===== src/rtl/obi_mem_bist_pkg.sv =====
// Shared definitions for the OBI memory BIST initiator: FSM states and the data pattern.
package obi_mem_bist_pkg;

  typedef enum logic [2:0] {
    StIdle,
    StWrite,
    StWdrain,
    StRead,
    StRdrain,
    StDone
  } bist_state_e;

  localparam logic [3:0] BE_FULL = 4'hF;

  function automatic logic [31:0] bist_pattern(input logic [31:0] seed, input logic [31:0] addr);
    return seed ^ addr;
  endfunction

endpackage


===== src/rtl/obi_pkg.sv =====
// OBI request/response types shared by the memory subsystem's initiators and responders.
package obi_pkg;

  typedef struct packed {
    logic        req;
    logic        we;
    logic [3:0]  be;
    logic [31:0] addr;
    logic [31:0] wdata;
  } obi_req_t;

  typedef struct packed {
    logic        gnt;
    logic        rvalid;
    logic [31:0] rdata;
  } obi_resp_t;

endpackage


===== src/rtl/obi_mem_bist.sv =====
// OBI initiator that writes seed^addr over a word region, reads it back and counts mismatches.
module obi_mem_bist
  import obi_mem_bist_pkg::*;
#(
  parameter int unsigned MAX_OUTSTANDING = 2,
  parameter int unsigned CNT_W           = 16
) (
  input  logic               clk_i,
  input  logic               rst_i,
  input  logic               start_i,
  input  logic [31:0]        base_addr_i,
  input  logic [CNT_W-1:0]   num_words_i,
  input  logic [31:0]        seed_i,
  output obi_pkg::obi_req_t  obi_req_o,
  input  obi_pkg::obi_resp_t obi_resp_i,
  output logic               busy_o,
  output logic               done_o,
  output logic               error_o,
  output logic [CNT_W-1:0]   err_count_o,
  output logic [31:0]        first_err_addr_o
);

  localparam int unsigned OutW = 4;

  bist_state_e      state_q, state_d;
  logic [31:0]      base_q, base_d, seed_q, seed_d;
  logic [31:0]      addr_q, addr_d, wdata_q, wdata_d;
  logic [31:0]      first_err_q, first_err_d;
  logic [CNT_W-1:0] num_q, num_d, issue_q, issue_d, resp_q, resp_d;
  logic [CNT_W-1:0] err_cnt_q, err_cnt_d;
  logic [OutW-1:0]  outst_q, outst_d;
  logic             we_q, we_d;
  logic [3:0]       be_q, be_d;
  logic             busy_q, busy_d, done_q, done_d, error_q, error_d;

  logic        req, fire, rsp, rd_rsp, in_run, start_ok;
  logic [31:0] base_cap, exp_addr;

  assign in_run   = (state_q == StWrite) || (state_q == StWdrain) ||
                    (state_q == StRead)  || (state_q == StRdrain);
  assign req      = ((state_q == StWrite) || (state_q == StRead)) && (issue_q < num_q) &&
                    (32'(outst_q) < MAX_OUTSTANDING);
  assign fire     = req & obi_resp_i.gnt;
  // Responses outside a run, or beyond what was granted, are stray and dropped.
  assign rsp      = obi_resp_i.rvalid && in_run && (outst_q != '0);
  assign rd_rsp   = rsp && ((state_q == StRead) || (state_q == StRdrain));
  assign start_ok = start_i && ((state_q == StIdle) || (state_q == StDone));
  assign base_cap = base_addr_i & ~32'h3;
  assign exp_addr = base_q + (32'(resp_q) << 2);

  always_comb begin
    state_d     = state_q;
    base_d      = base_q;
    seed_d      = seed_q;
    num_d       = num_q;
    addr_d      = addr_q;
    wdata_d     = wdata_q;
    we_d        = we_q;
    be_d        = be_q;
    issue_d     = issue_q;
    resp_d      = resp_q;
    err_cnt_d   = err_cnt_q;
    first_err_d = first_err_q;
    outst_d     = outst_q + OutW'(fire) - OutW'(rsp);

    if (fire) begin
      issue_d = issue_q + CNT_W'(1);
      addr_d  = addr_q + 32'd4;
      wdata_d = bist_pattern(seed_q, addr_q + 32'd4);
    end

    if (rd_rsp) begin
      resp_d = resp_q + CNT_W'(1);
      if (obi_resp_i.rdata != bist_pattern(seed_q, exp_addr)) begin
        if (err_cnt_q != '1) err_cnt_d = err_cnt_q + CNT_W'(1);
        if (err_cnt_q == '0) first_err_d = exp_addr;
      end
    end

    case (state_q)
      StIdle, StDone: begin
        if (start_ok) begin
          base_d      = base_cap;
          seed_d      = seed_i;
          num_d       = num_words_i;
          issue_d     = '0;
          resp_d      = '0;
          outst_d     = '0;
          err_cnt_d   = '0;
          first_err_d = '0;
          if (num_words_i == '0) begin
            state_d = StDone;
          end else begin
            state_d = StWrite;
            addr_d  = base_cap;
            wdata_d = bist_pattern(seed_i, base_cap);
            we_d    = 1'b1;
            be_d    = BE_FULL;
          end
        end
      end
      StWrite: if (fire && (issue_d == num_q)) state_d = StWdrain;
      StWdrain: begin
        // Leave as soon as the last write response lands, so reads start one cycle later.
        if (outst_d == '0) begin
          state_d = StRead;
          issue_d = '0;
          addr_d  = base_q;
          wdata_d = '0;
          we_d    = 1'b0;
        end
      end
      StRead: if (fire && (issue_d == num_q)) state_d = StRdrain;
      // Waits on the registered count: the final compare is already in err_cnt_q on exit.
      StRdrain: if (outst_q == '0) state_d = StDone;
      default: state_d = StIdle;
    endcase

    busy_d  = (state_d == StWrite) || (state_d == StWdrain) ||
              (state_d == StRead)  || (state_d == StRdrain);
    done_d  = (state_d == StDone);
    error_d = (err_cnt_d != '0);
  end

  always_ff @(posedge clk_i or posedge rst_i) begin
    if (rst_i) begin
      state_q     <= StIdle;
      base_q      <= '0;
      seed_q      <= '0;
      num_q       <= '0;
      addr_q      <= '0;
      wdata_q     <= '0;
      we_q        <= 1'b0;
      be_q        <= '0;
      issue_q     <= '0;
      resp_q      <= '0;
      err_cnt_q   <= '0;
      first_err_q <= '0;
      outst_q     <= '0;
      busy_q      <= 1'b0;
      done_q      <= 1'b0;
      error_q     <= 1'b0;
    end else begin
      state_q     <= state_d;
      base_q      <= base_d;
      seed_q      <= seed_d;
      num_q       <= num_d;
      addr_q      <= addr_d;
      wdata_q     <= wdata_d;
      we_q        <= we_d;
      be_q        <= be_d;
      issue_q     <= issue_d;
      resp_q      <= resp_d;
      err_cnt_q   <= err_cnt_d;
      first_err_q <= first_err_d;
      outst_q     <= outst_d;
      busy_q      <= busy_d;
      done_q      <= done_d;
      error_q     <= error_d;
    end
  end

  always_comb begin
    obi_req_o       = '0;
    obi_req_o.req   = req;
    obi_req_o.we    = we_q;
    obi_req_o.be    = be_q;
    obi_req_o.addr  = addr_q;
    obi_req_o.wdata = wdata_q;
  end

  assign busy_o           = busy_q;
  assign done_o           = done_q;
  assign error_o          = error_q;
  assign err_count_o      = err_cnt_q;
  assign first_err_addr_o = first_err_q;

endmodule


===== config.mk =====
export PLATFORM = sky130hd
export DESIGN_NAME = obi_mem_bist
export DESIGN_NICKNAME = d
export VERILOG_FILES = /design/src/rtl/obi_mem_bist_pkg.sv /design/src/rtl/obi_pkg.sv /design/src/rtl/obi_mem_bist.sv
export SDC_FILE = /design/constraint.sdc
export NUM_CORES = 1
export LEC_CHECK = 0
export BUFFER_PORTS_ARGS = -buffer_cell sky130_fd_sc_hd__clkbuf_2
export CAP_MARGIN = 30
export CORE_ASPECT_RATIO = 1.5
export CORE_MARGIN = 2
export CORE_UTILIZATION = 30
export CTS_CLUSTER_DIAMETER = 200
export CTS_CLUSTER_SIZE = 20
export DETAILED_ROUTE_END_ITERATION = 7
export PLACE_DENSITY_LB_ADDON = 0.08
export SYNTH_ARGS = -nofsm -noshare
export SYNTH_HDL_FRONTEND = slang
export SYNTH_SLANG_ARGS = --single-unit
export TNS_END_PERCENT = 10

===== constraint.sdc =====
create_clock -name clk_i -period 22.9 [get_ports clk_i]
set_input_delay 3.435 -clock clk_i [delete_from_list [all_inputs] [get_ports clk_i]]
set_output_delay 3.435 -clock clk_i [all_outputs]
set_load 0.05 [all_outputs]

==> results of run 1 <==
-- final cells by class --
class	count	area [sq um]
Tap cell	663	830
Inverter	40	158
Antenna cell	1	2.50
Timing Repair Buffer	249	1310
Multi-Input combinational cell	1382	8610
Clock inverter	2	17.5
Sequential cell	232	5810
Clock buffer	15	375
Fill cell	5353	32400
-- through the flow --
step | instance area, sq um | utilization | worst slack (ps)
finish | 17100 | 0.345 | 15490
global route | 17100 | 0.345 | 15230
CTS | 17100 | 0.345 | 15470
detailed placement | 16700 | 0.337 | 14970
global placement | 16700 | 0.337 | 14970
floorplan | 15000 | - | 13100
-- state kept, by name, indices dropped and copies added (netlist names) --
signal and cells:
addr_q 30, base_q 30, be_q 1, busy_o 1, done_o 1, err_count_o 16
error_o 1, first_err_addr_o 32, issue_q 16, num_q 16, outst_q 4, resp_q 16
seed_q 32, state_q 3, wdata_q 32, we_q 1
-- critical path, delay by kind of cell --
kind,cells,cell delay (ps)
xor gates and xnor gates,2,820
and+or+nand+nor,8,2300
buffers and inverters,2,420
AOI/OAI and AO/OA,3,830
-- power by group --
group,switching (mW),internal (mW)
clock,0.155,0.120
sequential,0.186,0.559
combinational,0.851,0.408
-- routing by layer --
| metal | share of wire | routed length, microns |
|---|---|---|
| met2 | 0.52 | 27400 |
| met4 | 0.036 | 1890 |
| met1 | 0.41 | 21500 |
| met3 | 0.038 | 2030 |
| met5 | 0 | 0 |
-- final timing paths --
kind,start,end,slack (ps)
max,obi_resp_i[20],first_err_addr_o[8]$_DFF_PP0_,15490
min,first_err_addr_o[16]$_DFF_PP0_,first_err_addr_o[16]$_DFF_PP0_,520
max reg2reg,num_q[9]$_DFFE_PP0P_,addr_q[11]$_DFF_PP0_,16710
min reg2reg,first_err_addr_o[16]$_DFF_PP0_,first_err_addr_o[16]$_DFF_PP0_,520
max in group asynchronous,rst_i,first_err_addr_o[24]$_DFF_PP0_,18480
min in group asynchronous,rst_i,wdata_q[25]$_DFF_PP0_,2770
-- cells by family (layout without fill, tap and decap cells) --
logic type / after synthesis / after routing
mux: 16 / 16
flops: 232 / 232
fa+ha+maj: 44 / 44
compound gates: 337 / 337
buf+inv: 141 / 306
simple gates: 738 / 738
xor+xnor: 245 / 245
other cells: 1 / 3
-- synth_stat cells (all sizes together) (12+ instances only) --
cell / instances
a211oi: 12
a22oi: 32
a21oi: 99
o21ai: 65
nand3: 46
and3: 35
nor2b: 14
nand4: 40
and2: 15
dfrtp: 232
inv: 40
o211ai: 12
buf: 32
mux2i: 15
o22ai: 33
xor2: 93
clkbuf: 69
xnor2: 148
nor4: 23
ha: 42
nor2: 143
nor3: 21
nand2: 341
==> impl_metrics.env, run 1 <==
export IMPL_cts_tree="done"
export IMPL_setup_viol_count_final=0
export IMPL_yosysTopAreaCell="dfrtp_1"
export IMPL_critPathKind="in2reg"
export IMPL_clk_latency_ps=530
export IMPL_maxSlewHeadroom=0.385
export IMPL_ctsHtreeMaxLevel=1
export IMPL_hold_path_class="reg2reg"
export IMPL_grt_use_met3=0.0277
export IMPL_routedWlPerCell_microns=20.4
export IMPL_setup_tns_ps=0
export IMPL_die_area_sq_um=51900
export IMPL_synthAdderAreaFrac=0.0377
export IMPL_clock_sinks=232
export IMPL_ys_warn_count=0
export IMPL_max_freq_ghz=0.135
export IMPL_cts_post_setup_buffers_inserted=0
export IMPL_netlist_area_leader_share=0.387
export IMPL_syn_area_per_cell_sq_um=8.56
export IMPL_drtPass1Iterations=5
export IMPL_layout_commonest_cell="nand2_1"
export IMPL_path_cells="clkbuf_2 -> xnor2_1 -> xnor2_1 -> nor3_1 -> a311o_1 -> or4_1 -> a2111o_1 -> nor4_1 -> nand4_1 -> or2_1 -> and2_4 -> nand2b_1 -> buf_4 -> nand2_1 -> a21oi_1"
export IMPL_grt_met2_usage=0.370
export IMPL_antenna_left=0
export IMPL_grt_max_degree=115
export IMPL_synth_top_family_by_area="simple AND/OR/NAND/NOR gates"
export IMPL_holdBufCountCts=0
export IMPL_nets=2081
export IMPL_drive_gt1_frac=0.158
export IMPL_place_inst=2565
export IMPL_cts_max_path_buffers=3
export IMPL_startpoint_type="primary input"
export IMPL_vias=13200
export IMPL_gr_usage_met1=0.239
export IMPL_row_count=100
export IMPL_portBuffers=233
export IMPL_finalHoldViolations=0
export IMPL_peakVddDrop_v=0.0000799
export IMPL_holdPathStages=2
export IMPL_instances_no_fill=2584
export IMPL_cts_resized=0
export IMPL_synth_main_ff_cell="dfrtp_1"
export IMPL_holdWs_ps=524
export IMPL_syn_area_sq_um=15000
export IMPL_drv_cap=0
export IMPL_synth_edf_count=0
export IMPL_synthMuxAreaShare=0.0108
export IMPL_crit_fanout=15
export IMPL_slew_violations=0
export IMPL_clock_tree_root_cell="clkbuf_16"
export IMPL_wl_microns=52800
export IMPL_power_density_nw_per_um2=133
export IMPL_worstSetupEndpointType="flop"
export IMPL_outcome="finished, final reports clean"
export IMPL_p_total_mw=2.28
export IMPL_ys_seq_area_frac=0.387
export IMPL_synth_seq_cells=232
export IMPL_antenna_found_initial=1
export IMPL_die_y_microns=278
export IMPL_slowest_stage="xnor2_1"
export IMPL_core_area_sq_um=49500
export IMPL_crit_arrival_ps=7840
export IMPL_via_per_inst=5.09
export IMPL_grt_pass1_vias=13400
export IMPL_synth_cell_types=85
export IMPL_drc=0
export IMPL_area_delta_synth_final_pct=13.9
export IMPL_async_flop_share=1.00
export IMPL_yosys_area_share_simple=0.229
export IMPL_synthCells=1754
export IMPL_period_needed_ps=7410
export IMPL_synthXorXnorAreaFrac=0.147
export IMPL_rr_worst_depth=23
export IMPL_max_stage_delay_ps=700
export IMPL_cp_required_ps=23330
export IMPL_grt_busiest_layer="met2"
export IMPL_gp_congestion=0.890
export IMPL_p_leak_nw=7.59
export IMPL_crit_path_frequent_cell="xnor2_1"
export IMPL_ios=238
export IMPL_rsz0062_at_grt="false"
export IMPL_dr_first_iter_drc_count=788
export IMPL_start_util=0.303
export IMPL_synth_compound_area_frac=0.148
export IMPL_die_w_microns=187
export IMPL_synth_area_leaders="dfrtp_1 (39%), xnor2_1 (8.6%), nand2_1 (8.5%), xor2_1 (5.4%), nor2_1 (3.6%)"
export IMPL_path_clk_slew_ps=90
export IMPL_numCtsBuffers=15
export IMPL_grt_remaining_overflow=0
export IMPL_dp_hpwl_microns=39000
export IMPL_grt_pass1_wl_microns=81700
export IMPL_period_share=0.323
export IMPL_worst_pin_slew_ps=913
export IMPL_track_usage=0.202
export IMPL_final_cell_mix="nand2_1 (340), clkbuf_2 (233), dfrtp_1 (232)"
export IMPL_skew_ps=33.6
(Power assumes the default switching activity.)
==> run 2: changes to the inputs <==
clock period = 6.9 ns   (was 22.9 ns; I/O delays follow)
==> run 2 against run 1 <==
Compared with the run above:
- worst hold slack lost 21 ps
- global-route usage down 0.068 points
- worst setup slack lost 14000 ps
- utilization grew 0.088 points
- clock skew shrank 5.8 ps
- clock-buffer cell count did not move
==> impl_metrics.env, run 2 (synthesis gave the netlist of run 1 again) <==
export IMPL_clock_sinks=232
export IMPL_die_y_microns=278
export IMPL_via_per_inst=5.07
export IMPL_row_count=100
export IMPL_p_leak_nw=7.61
export IMPL_portBuffers=233
export IMPL_nets=2084
export IMPL_antenna_left=0
export IMPL_maxSlewHeadroom=0.364
export IMPL_clock_tree_root_cell="clkbuf_16"
export IMPL_cp_required_ps=7330
export IMPL_clk_latency_ps=530
export IMPL_numCtsBuffers=15
export IMPL_setup_viol_count_final=0
export IMPL_grt_pass1_wl_microns=81600
export IMPL_rr_worst_depth=16
export IMPL_ctsHtreeMaxLevel=1
export IMPL_crit_fanout=15
export IMPL_gp_congestion=0.888
export IMPL_cts_tree="done"
export IMPL_die_area_sq_um=51900
export IMPL_rsz0062_at_grt="false"
export IMPL_dp_hpwl_microns=39500
export IMPL_grt_remaining_overflow=0
export IMPL_final_area_sq_um=17100
export IMPL_outcome="finished, final reports clean"
export IMPL_drv_cap=0
export IMPL_grt_max_degree=68
export IMPL_vias=13100
export IMPL_path_clk_slew_ps=90
export IMPL_reg2reg_from="resp_q[0]$_DFF_PP0_"
export IMPL_final_cell_mix="nand2_1 (340), clkbuf_2 (233), dfrtp_1 (232)"
export IMPL_start_util=0.303
export IMPL_drtPass1Iterations=5
export IMPL_period_needed_ps=5430
export IMPL_dr_first_iter_drc_count=680
export IMPL_area_delta_synth_final_pct=14.2
export IMPL_crit_arrival_ps=5860
export IMPL_skew_ps=27.8
export IMPL_peakVddDrop_v=0.000230
export IMPL_crit_end="first_err_addr_o[25]$_DFF_PP0_"
export IMPL_holdBufCountCts=0
export IMPL_period_share=0.787
export IMPL_core_area_sq_um=49500
export IMPL_drc=0
export IMPL_cts_max_path_buffers=3
export IMPL_rr_endpoint="first_err_addr_o[25]$_DFF_PP0_"
export IMPL_placed_area_sq_um=16700
export IMPL_hold_path_class="reg2reg"
export IMPL_die_w_microns=187
export IMPL_ios=238
export IMPL_critPathKind="reg2reg"
export IMPL_max_freq_ghz=0.184
export IMPL_startpoint="resp_q[0]$_DFF_PP0_"
export IMPL_r2r_setup_slack_ps=1470
export IMPL_slew_violations=0
export IMPL_antenna_found_initial=1
export IMPL_drive_gt1_frac=0.160
export IMPL_worstSetupEndpointType="flop"
export IMPL_finalHoldViolations=0
export IMPL_final_core_util=0.346
export IMPL_routedWlPerCell_microns=20.4
export IMPL_startpoint_type="flop"
export IMPL_power_density_nw_per_um2=442
export IMPL_wl_microns=52700
export IMPL_grt_pass1_vias=13400
export IMPL_cts_post_setup_buffers_inserted=0
export IMPL_cts_resized=0
export IMPL_setup_tns_ps=0
export IMPL_worst_pin_slew_ps=945
export IMPL_track_usage=0.201
export IMPL_layout_commonest_cell="nand2_1"
==> run 2: power breakdown <==
group	leakage, nW	internal, mW	switching [mW]
clock	0.194	0.397	0.519
combinational	4.44	1.37	2.83
sequential	2.97	1.86	0.616
==> run 2: stage by stage <==
stage               worst slack [ps]  hold slack (ps)  std cells  power, mW
finish                          1470              503       2587       7.59
global route                    1150              545       2587       8.15
CTS                             1430              511       2585       7.70
detailed placement              1290              489       2568       6.75
global placement                1280              481       2568       6.71
floorplan                       1760              467       1755       5.45
==> run 2: cell type report <==
cell class                 instances  area, sq um
fill                            5351        32400
multi-input combinational       1382         8610
sequential                       232         5810
timing repair buffer             252         1350
tap                              663          830
clock buffer                      15          375
inverter                          40          154
clock inverter                     2         17.5
antenna                            1         2.50
==> run 2: worst max-delay path: stages, from the launching register on <==
cell and delay [ps]:
dfrtp_1 440, ha_1 240, fa_1 420, a211oi_2 240, or2_1 300, xnor3_1 400, a311o_1 270, or4_1 420
a2111o_1 360, nor4_1 270, nand4_1 270, or2_1 490, and2_4 240, nand2b_1 480, buf_4 280, nor4_1 70
nor3_1 150
==> run 2: worst min path at each step <==
stage,startpoint,slack (ps),end,depth (start not counted)
CTS,we_q$_DFFE_PP0P_,510,we_q$_DFFE_PP0P_,2
detailed placement,we_q$_DFFE_PP0P_,490,we_q$_DFFE_PP0P_,2
global route,first_err_addr_o[1]$_DFF_PP0_,550,first_err_addr_o[1]$_DFF_PP0_,1
floorplan,we_q$_DFFE_PP0P_,470,we_q$_DFFE_PP0P_,2
finish,we_q$_DFFE_PP0P_,500,we_q$_DFFE_PP0P_,2
global placement,we_q$_DFFE_PP0P_,480,we_q$_DFFE_PP0P_,2
==> run 2: per-layer routing <==
layer  vias to the layer above  part of all wire  track usage  wire length [microns]
met4                         0             0.037       0.0706                   1940
met2                       271              0.52        0.370                  27600
met1                      6395              0.40        0.240                  21200
met3                        60             0.037       0.0248                   1940
met5                         -                 0            0                      0
li1                       6389                 -            -                      -
